### src/rtl/crtc_reg_file_pkg.sv
// Shared constants and types for the CRTC register file and its address decode.
package crtc_reg_file_pkg;

  localparam int unsigned ADDR_W        = 17;
  localparam int unsigned PI_ADDR_W     = 16;
  localparam int unsigned DATA_W        = 8;
  localparam int unsigned IDX_W         = 5;
  localparam int unsigned CRTC_NUM_REGS = 18;

  localparam logic [ADDR_W-1:0]    CRTC_BASE    = 17'h0E880;
  localparam logic [PI_ADDR_W-1:0] CRTC_PI_BASE = 16'hE8F0;

  typedef logic [IDX_W-1:0] crtc_idx_t;

  // True when the index names an implemented register R0-R17.
  function automatic logic is_valid_idx(crtc_idx_t idx);
    return idx < IDX_W'(CRTC_NUM_REGS);
  endfunction

endpackage

### src/rtl/crtc_reg_file_if.sv
// CPU bus, Pi bus and video-side signals of the CRTC register file.
interface crtc_reg_file_if;
  import crtc_reg_file_pkg::*;

  logic [ADDR_W-1:0]    bus_addr;
  logic [DATA_W-1:0]    bus_data_in;
  logic                 cpu_write;
  logic [PI_ADDR_W-1:0] pi_addr;
  logic [DATA_W-1:0]    pi_data_in;
  logic                 pi_read;
  logic                 crtc_enable;
  logic [DATA_W-1:0]    crtc_data_out;
  logic                 crtc_data_out_enable;
  crtc_idx_t            crtc_address_register;
  logic [DATA_W-1:0]    crtc_r;

  modport master (
    output bus_addr, bus_data_in, cpu_write, pi_addr, pi_data_in, pi_read,
    input  crtc_enable, crtc_data_out, crtc_data_out_enable,
           crtc_address_register, crtc_r
  );

  modport slave (
    input  bus_addr, bus_data_in, cpu_write, pi_addr, pi_data_in, pi_read,
    output crtc_enable, crtc_data_out, crtc_data_out_enable,
           crtc_address_register, crtc_r
  );

endinterface

### src/rtl/crtc_addr_decode.sv
// CRTC chip select: $E880-$E8FF including mirrors.
module crtc_addr_decode
  import crtc_reg_file_pkg::*;
(
  input  logic [ADDR_W-1:0] bus_addr,
  output logic              crtc_enable
);

  // Low seven bits pick the register inside the window, not the window itself.
  logic [6:0] unused_low;
  assign unused_low = bus_addr[6:0];

  assign crtc_enable = (bus_addr[16:7] == CRTC_BASE[16:7]);

endmodule

### src/rtl/crtc_reg_file.sv
// CPU-visible 6545 CRTC register file with optional Pi read-back.
// Build option: define CRTC_PI_READ_EN to include the Pi read-back path.
module crtc_reg_file
  import crtc_reg_file_pkg::*;
(
  input logic            clk,
  input logic            reset,
  crtc_reg_file_if.slave bus
);

  logic [DATA_W-1:0] regs [CRTC_NUM_REGS];
  crtc_idx_t         addr_reg;
  logic              cpu_hit;

  crtc_addr_decode u_decode (
    .bus_addr    (bus.bus_addr),
    .crtc_enable (bus.crtc_enable)
  );

  assign cpu_hit                   = bus.cpu_write && bus.crtc_enable;
  assign bus.crtc_address_register = addr_reg;

  // Address register and R0-R17 updated by CPU writes; even selects address, odd selects data.
  always_ff @(posedge clk) begin
    if (reset) begin
      addr_reg <= '0;
      for (int i = 0; i < CRTC_NUM_REGS; i++) regs[i] <= '0;
    end else if (cpu_hit) begin
      if (!bus.bus_addr[0]) begin
        addr_reg <= bus.bus_data_in[IDX_W-1:0];
      end else if (is_valid_idx(addr_reg)) begin
        regs[addr_reg] <= bus.bus_data_in;
      end
    end
  end

  // Selected register to the video timing logic; unimplemented indices read zero.
  always_comb begin
    bus.crtc_r = '0;
    if (is_valid_idx(addr_reg)) bus.crtc_r = regs[addr_reg];
  end

`ifdef CRTC_PI_READ_EN
  logic [DATA_W-1:0] pi_data_q;
  logic              pi_valid_q;
  logic [DATA_W-1:0] unused_pi;

  assign unused_pi = bus.pi_data_in;

  // Pi read-back samples the pre-write register value; result holds between reads.
  always_ff @(posedge clk) begin
    if (reset) begin
      pi_data_q  <= '0;
      pi_valid_q <= 1'b0;
    end else if (bus.pi_read) begin
      if (bus.pi_addr[15:4] == CRTC_PI_BASE[15:4]) begin
        pi_data_q  <= regs[IDX_W'({1'b0, bus.pi_addr[3:0]})];
        pi_valid_q <= 1'b1;
      end else begin
        pi_valid_q <= 1'b0;
      end
    end
  end

  assign bus.crtc_data_out        = pi_data_q;
  assign bus.crtc_data_out_enable = pi_valid_q;
`else
  logic [PI_ADDR_W+DATA_W:0] unused_pi;

  assign unused_pi = {bus.pi_addr, bus.pi_data_in, bus.pi_read};

  assign bus.crtc_data_out        = '0;
  assign bus.crtc_data_out_enable = 1'b0;
`endif

endmodule

### src/flat_wrapper.sv
// flat-port wrapper written by rule: the top's interface ports become plain ports
module crtc_reg_file_flat import crtc_reg_file_pkg::*;
  (clk, reset, bus_bus_addr, bus_bus_data_in, bus_cpu_write, bus_pi_addr, bus_pi_data_in, bus_pi_read, bus_crtc_enable, bus_crtc_data_out, bus_crtc_data_out_enable, bus_crtc_address_register, bus_crtc_r);
  crtc_reg_file_if bus_i ();
  input logic clk;
  input logic reset;
  input wire logic [$bits(bus_i.bus_addr)-1:0] bus_bus_addr;
  input wire logic [$bits(bus_i.bus_data_in)-1:0] bus_bus_data_in;
  input wire logic [$bits(bus_i.cpu_write)-1:0] bus_cpu_write;
  input wire logic [$bits(bus_i.pi_addr)-1:0] bus_pi_addr;
  input wire logic [$bits(bus_i.pi_data_in)-1:0] bus_pi_data_in;
  input wire logic [$bits(bus_i.pi_read)-1:0] bus_pi_read;
  output wire logic [$bits(bus_i.crtc_enable)-1:0] bus_crtc_enable;
  output wire logic [$bits(bus_i.crtc_data_out)-1:0] bus_crtc_data_out;
  output wire logic [$bits(bus_i.crtc_data_out_enable)-1:0] bus_crtc_data_out_enable;
  output wire logic [$bits(bus_i.crtc_address_register)-1:0] bus_crtc_address_register;
  output wire logic [$bits(bus_i.crtc_r)-1:0] bus_crtc_r;
  assign bus_i.bus_addr = bus_bus_addr;
  assign bus_i.bus_data_in = bus_bus_data_in;
  assign bus_i.cpu_write = bus_cpu_write;
  assign bus_i.pi_addr = bus_pi_addr;
  assign bus_i.pi_data_in = bus_pi_data_in;
  assign bus_i.pi_read = bus_pi_read;
  assign bus_crtc_enable = bus_i.crtc_enable;
  assign bus_crtc_data_out = bus_i.crtc_data_out;
  assign bus_crtc_data_out_enable = bus_i.crtc_data_out_enable;
  assign bus_crtc_address_register = bus_i.crtc_address_register;
  assign bus_crtc_r = bus_i.crtc_r;
  crtc_reg_file u_core (.clk(clk), .reset(reset), .bus(bus_i));
endmodule
### config.mk
export PLATFORM = sky130hd
export DESIGN_NAME = crtc_reg_file_flat
export DESIGN_NICKNAME = d
export VERILOG_FILES = /design/src/rtl/crtc_reg_file_pkg.sv /design/src/rtl/crtc_reg_file_if.sv /design/src/rtl/crtc_addr_decode.sv /design/src/rtl/crtc_reg_file.sv /design/src/flat_wrapper.sv
export SDC_FILE = /design/constraint.sdc
export NUM_CORES = 1
export LEC_CHECK = 0
export CAP_MARGIN = 10
export CELL_PAD_IN_SITES_DETAIL_PLACEMENT = 1
export CELL_PAD_IN_SITES_GLOBAL_PLACEMENT = 1
export CORE_MARGIN = 5
export CORE_UTILIZATION = 50
export CTS_CLUSTER_DIAMETER = 60
export CTS_CLUSTER_SIZE = 30
export DETAILED_ROUTE_END_ITERATION = 6
export GPL_TIMING_DRIVEN = 0
export PLACE_DENSITY = 0.76
export SETUP_SLACK_MARGIN = 0.1
export SLEW_MARGIN = 30
export SYNTH_ARGS = -nofsm -noshare
export SYNTH_HDL_FRONTEND = slang
export SYNTH_HIERARCHICAL = 1
export SYNTH_SLANG_ARGS = --single-unit
export TNS_END_PERCENT = 100
### constraint.sdc
create_clock -name clk -period 7.9 [get_ports clk]
set_input_delay 1.975 -clock clk [delete_from_list [all_inputs] [get_ports clk]]
set_output_delay 1.975 -clock clk [all_outputs]
set_load 0.005 [all_outputs]
==> flow_summary_export.csv <==
group,metric,value,unit
power,seqPwrFrac,57.6,%
critical_path,worstReg2RegEnd,"u_core/regs[15][2]",
global_route,track_usage,20.6,%
final_layout,fillCellCount,2048,
final_layout,regArea,7890,µm²
yosys,synth_top_area_share,69.0,%
power,p_per_area,215,nW/µm²
sta,slew_violations,0,
final_layout,final_area,13000,µm²
sta,fin_ws,2.47,ns
final_layout,layout_commonest_cell,"edfxtp_1",
global_route,antenna_found_initial,0,
critical_path,cp-end-kind,"primary output",
power,swShare,21.7,%
routing,avgViaCountPerCell,5.50,
yosys,yosysSeqAreaShare,70.8,%
placement,placed_cell_area,12300,µm²
critical_path,crit_path_end,"bus_crtc_enable",
cts,htree_levels,1,
yosys,ys_warn_count,6,
floorplan,die_h,159,µm
final_layout,antenna-diode-count,0,
sta,fin_skew,0.0127,ns
sta,rsz0062_at_grt,"false",
placement,place_hpwl,18.7,mm
critical_path,worstPathArrival,3.46,ns
sta,fin_crit,5.43,ns
yosys,postSynthCellCount,667,
yosys,synth_cell_type_count,39,
cts,post_cts_buffers,0,
critical_path,critPathKind,"in -> out",
routing,drcViolationCount,0,
final_layout,drive_above_1_share,16.0,%
cts,ctsResizeCount,0,
critical_path,critPathRequiredTime,5.93,ns
placement,numPortBuffers,35,
cts,clockBufferDepth,3,
power,combPwrFrac,2.9,%
power,p_int,2.20,mW
cts,cts_sinks,266,
global_route,grt_first_pass_wirelength,40.4,mm
final_layout,area_growth,16.9,%
routing,finalWirelength,26.1,mm
power,p_leak,4.46,nW
critical_path,startpoint_type,"primary input",
power,switchingPower,0.608,mW
cts,cts_tree,"yes",
flow_run,maxCapViolations,0,
sta,finalSetupTns,0,ns
outcome,status,"finished, final reports clean",
sta,finalHoldViolations,0,
critical_path,crit_start,"bus_bus_addr[16]",
global_route,grt_pass1_vias,6932,
critical_path,path_max_fanout,3,
routing,detail-route-antenna-nets,0,
placement,gp_congestion,0.877,
cts,cts_hold_buf,0,
sta,fin_crit_sh,68.7,%
floorplan,die_area,25400,µm²
hold_path,hp-class,"reg -> reg",
critical_path,worstRegToRegCells,6,
final_layout,final_cell_mix,"edfxtp_1 (256), nor2_1 (130), conb_1 (121)",
yosys,ys_top_cells_by_area,"edfxtp_1 (69%), mux4_2 (13%), nor2_1 (4.4%)",
floorplan,core_area,21900,µm²
placement,pre_cts_slack,2.47,ns
floorplan,die_w,159,µm
global_route,grt_max_degree,24,
floorplan,num_rows,54,
routing,via_count,6268,
cts,cts.reportedPaths.clkPinSlew,0.07,ns
yosys,syn-cell-area,11100,µm²
power,p_clk_share,39.5,%
floorplan,start_util,50.9,%
yosys,netlist.top_cell.by_area,"edfxtp_1",
yosys,syn_avg_cell_area,16.7,µm²
yosys,ys_seq_elements,266,
floorplan,io_pins,76,
power,ir_drop,0.000242,V
routing,drt_iter0_markers,402,
sta,relSlewSlack,45.3,%
routing,wl_per_cell,22.9,µm
global_route,grt_overflow,0,
critical_path,r2r-start,"u_core/bus.crtc_address_register[1]",
sta,fmax,184,MHz
critical_path,r2r_slack,5.01,ns
final_layout,multi_input_area,3400,µm²
final_layout,layout.nets,898,
cts,cts-root-buf,"clkbuf_16",
sta,setup_violations,0,
routing,dr.pass1.iters,5,
sta,worstMarginPinSlew,0.820,ns
cts,clk_latency,0.52,ns
cts,cts_buffers,21,
==> stage by stage <==
stage	utilization (%)	cells	hold slack, ns	total power [mW]
4_1_cts	59.5	1140	0.680	2.83
5_1_grt	59.5	1140	0.710	2.92
3_3_place_gp	56.1	1102	0.608	1.72
2_1_floorplan	-	787	0.572	1.69
3_5_place_dp	56.1	1102	0.654	1.73
6_report	59.5	1140	0.669	2.80
==> routing by layer <==
| layer | share of wire (%) | global-route usage, % | vias up |
|---|---|---|---|
| li1 | - | - | 2778 |
| met3 | 6.0 | 2.93 | 41 |
| met4 | 2.6 | 5.54 | 0 |
| met2 | 52 | 37.0 | 195 |
| met1 | 39 | 26.4 | 3254 |
| met5 | 0 | 0 | - |
==> sequential cells by signal, indices dropped and copies added, names as in the netlist, named ones only <==
name / cells
u_core/regs: 256
u_core/bus.crtc_address_register: 5
==> Yosys cell counts, drive strengths merged <==
master   count
or2          2
nor2       130
conb         1
dfxtp       10
and3b        1
a31oi        3
nand2       24
mux2         3
nor3b        1
nand4bb      1
and2        16
clkbuf      16
a221o        3
a21o         1
and4         1
nor2b        5
nor3         4
nand4        2
nand3        4
inv          8
mux4        64
nand3b       1
nor4         3
nand4b       1
and3         6
o31a         1
a22oi        8
edfxtp     256
or3          2
mux2i       26
a21oi        5
buf         34
nand2b      19
o211ai       5
==> layout make-up <==
type                    instances  share of cell area [%]
plain buffers                  50                    2.07
clock buffers                  22                    4.06
clock inverters                16                    1.58
inverters                       8                   0.231
multi-input cells             463                    26.1
flip-flops and latches        266                    60.6
well taps                     280                    2.69
repair buffers                 35                    2.69
==> cells by family after synthesis <==
kind of cell / synth area share, %
compound gates: 1.68
buf+inv: 2.68
flops: 70.8
mux: 15.6
other cells: 0.0337
simple gates: 9.21
==> worst min-delay path by stage <==
stage	startpoint	end	slack, ns	cells past startpoint
floorplan	u_core/bus.crtc_address_register[3]	flop	0.57	2
global placement	u_core/bus.crtc_address_register[2]	u_core/bus.crtc_address_register[2]	0.61	2
detailed placement	u_core/bus.crtc_address_register[4]	u_core/bus.crtc_address_register[4]	0.65	2
CTS	u_core/bus.crtc_address_register[4]	u_core/bus.crtc_address_register[4]	0.68	2
global route	u_core/bus.crtc_address_register[4]	u_core/bus.crtc_address_register[4]	0.71	2
finish	u_core/bus.crtc_address_register[4]	u_core/bus.crtc_address_register[4]	0.67	2
==> power by group through the flow <==
stage,Sequential [mW],Combinational [mW],Clock [mW]
final,1.61,0.0826,1.11
after floorplan,1.64,0.0510,0
after CTS,1.61,0.0806,1.14
after global placement,1.64,0.0779,0
after global routing,1.62,0.0900,1.21
after detailed placement,1.65,0.0802,0
==> critical path, stage by stage <==
cell             delay [ns]
clkdlybuf4s50_1        0.39
nand4b_1               0.18
nor4_2                 0.33
clkdlybuf4s50_1        0.57
Power figures use the tool's default switching activity.
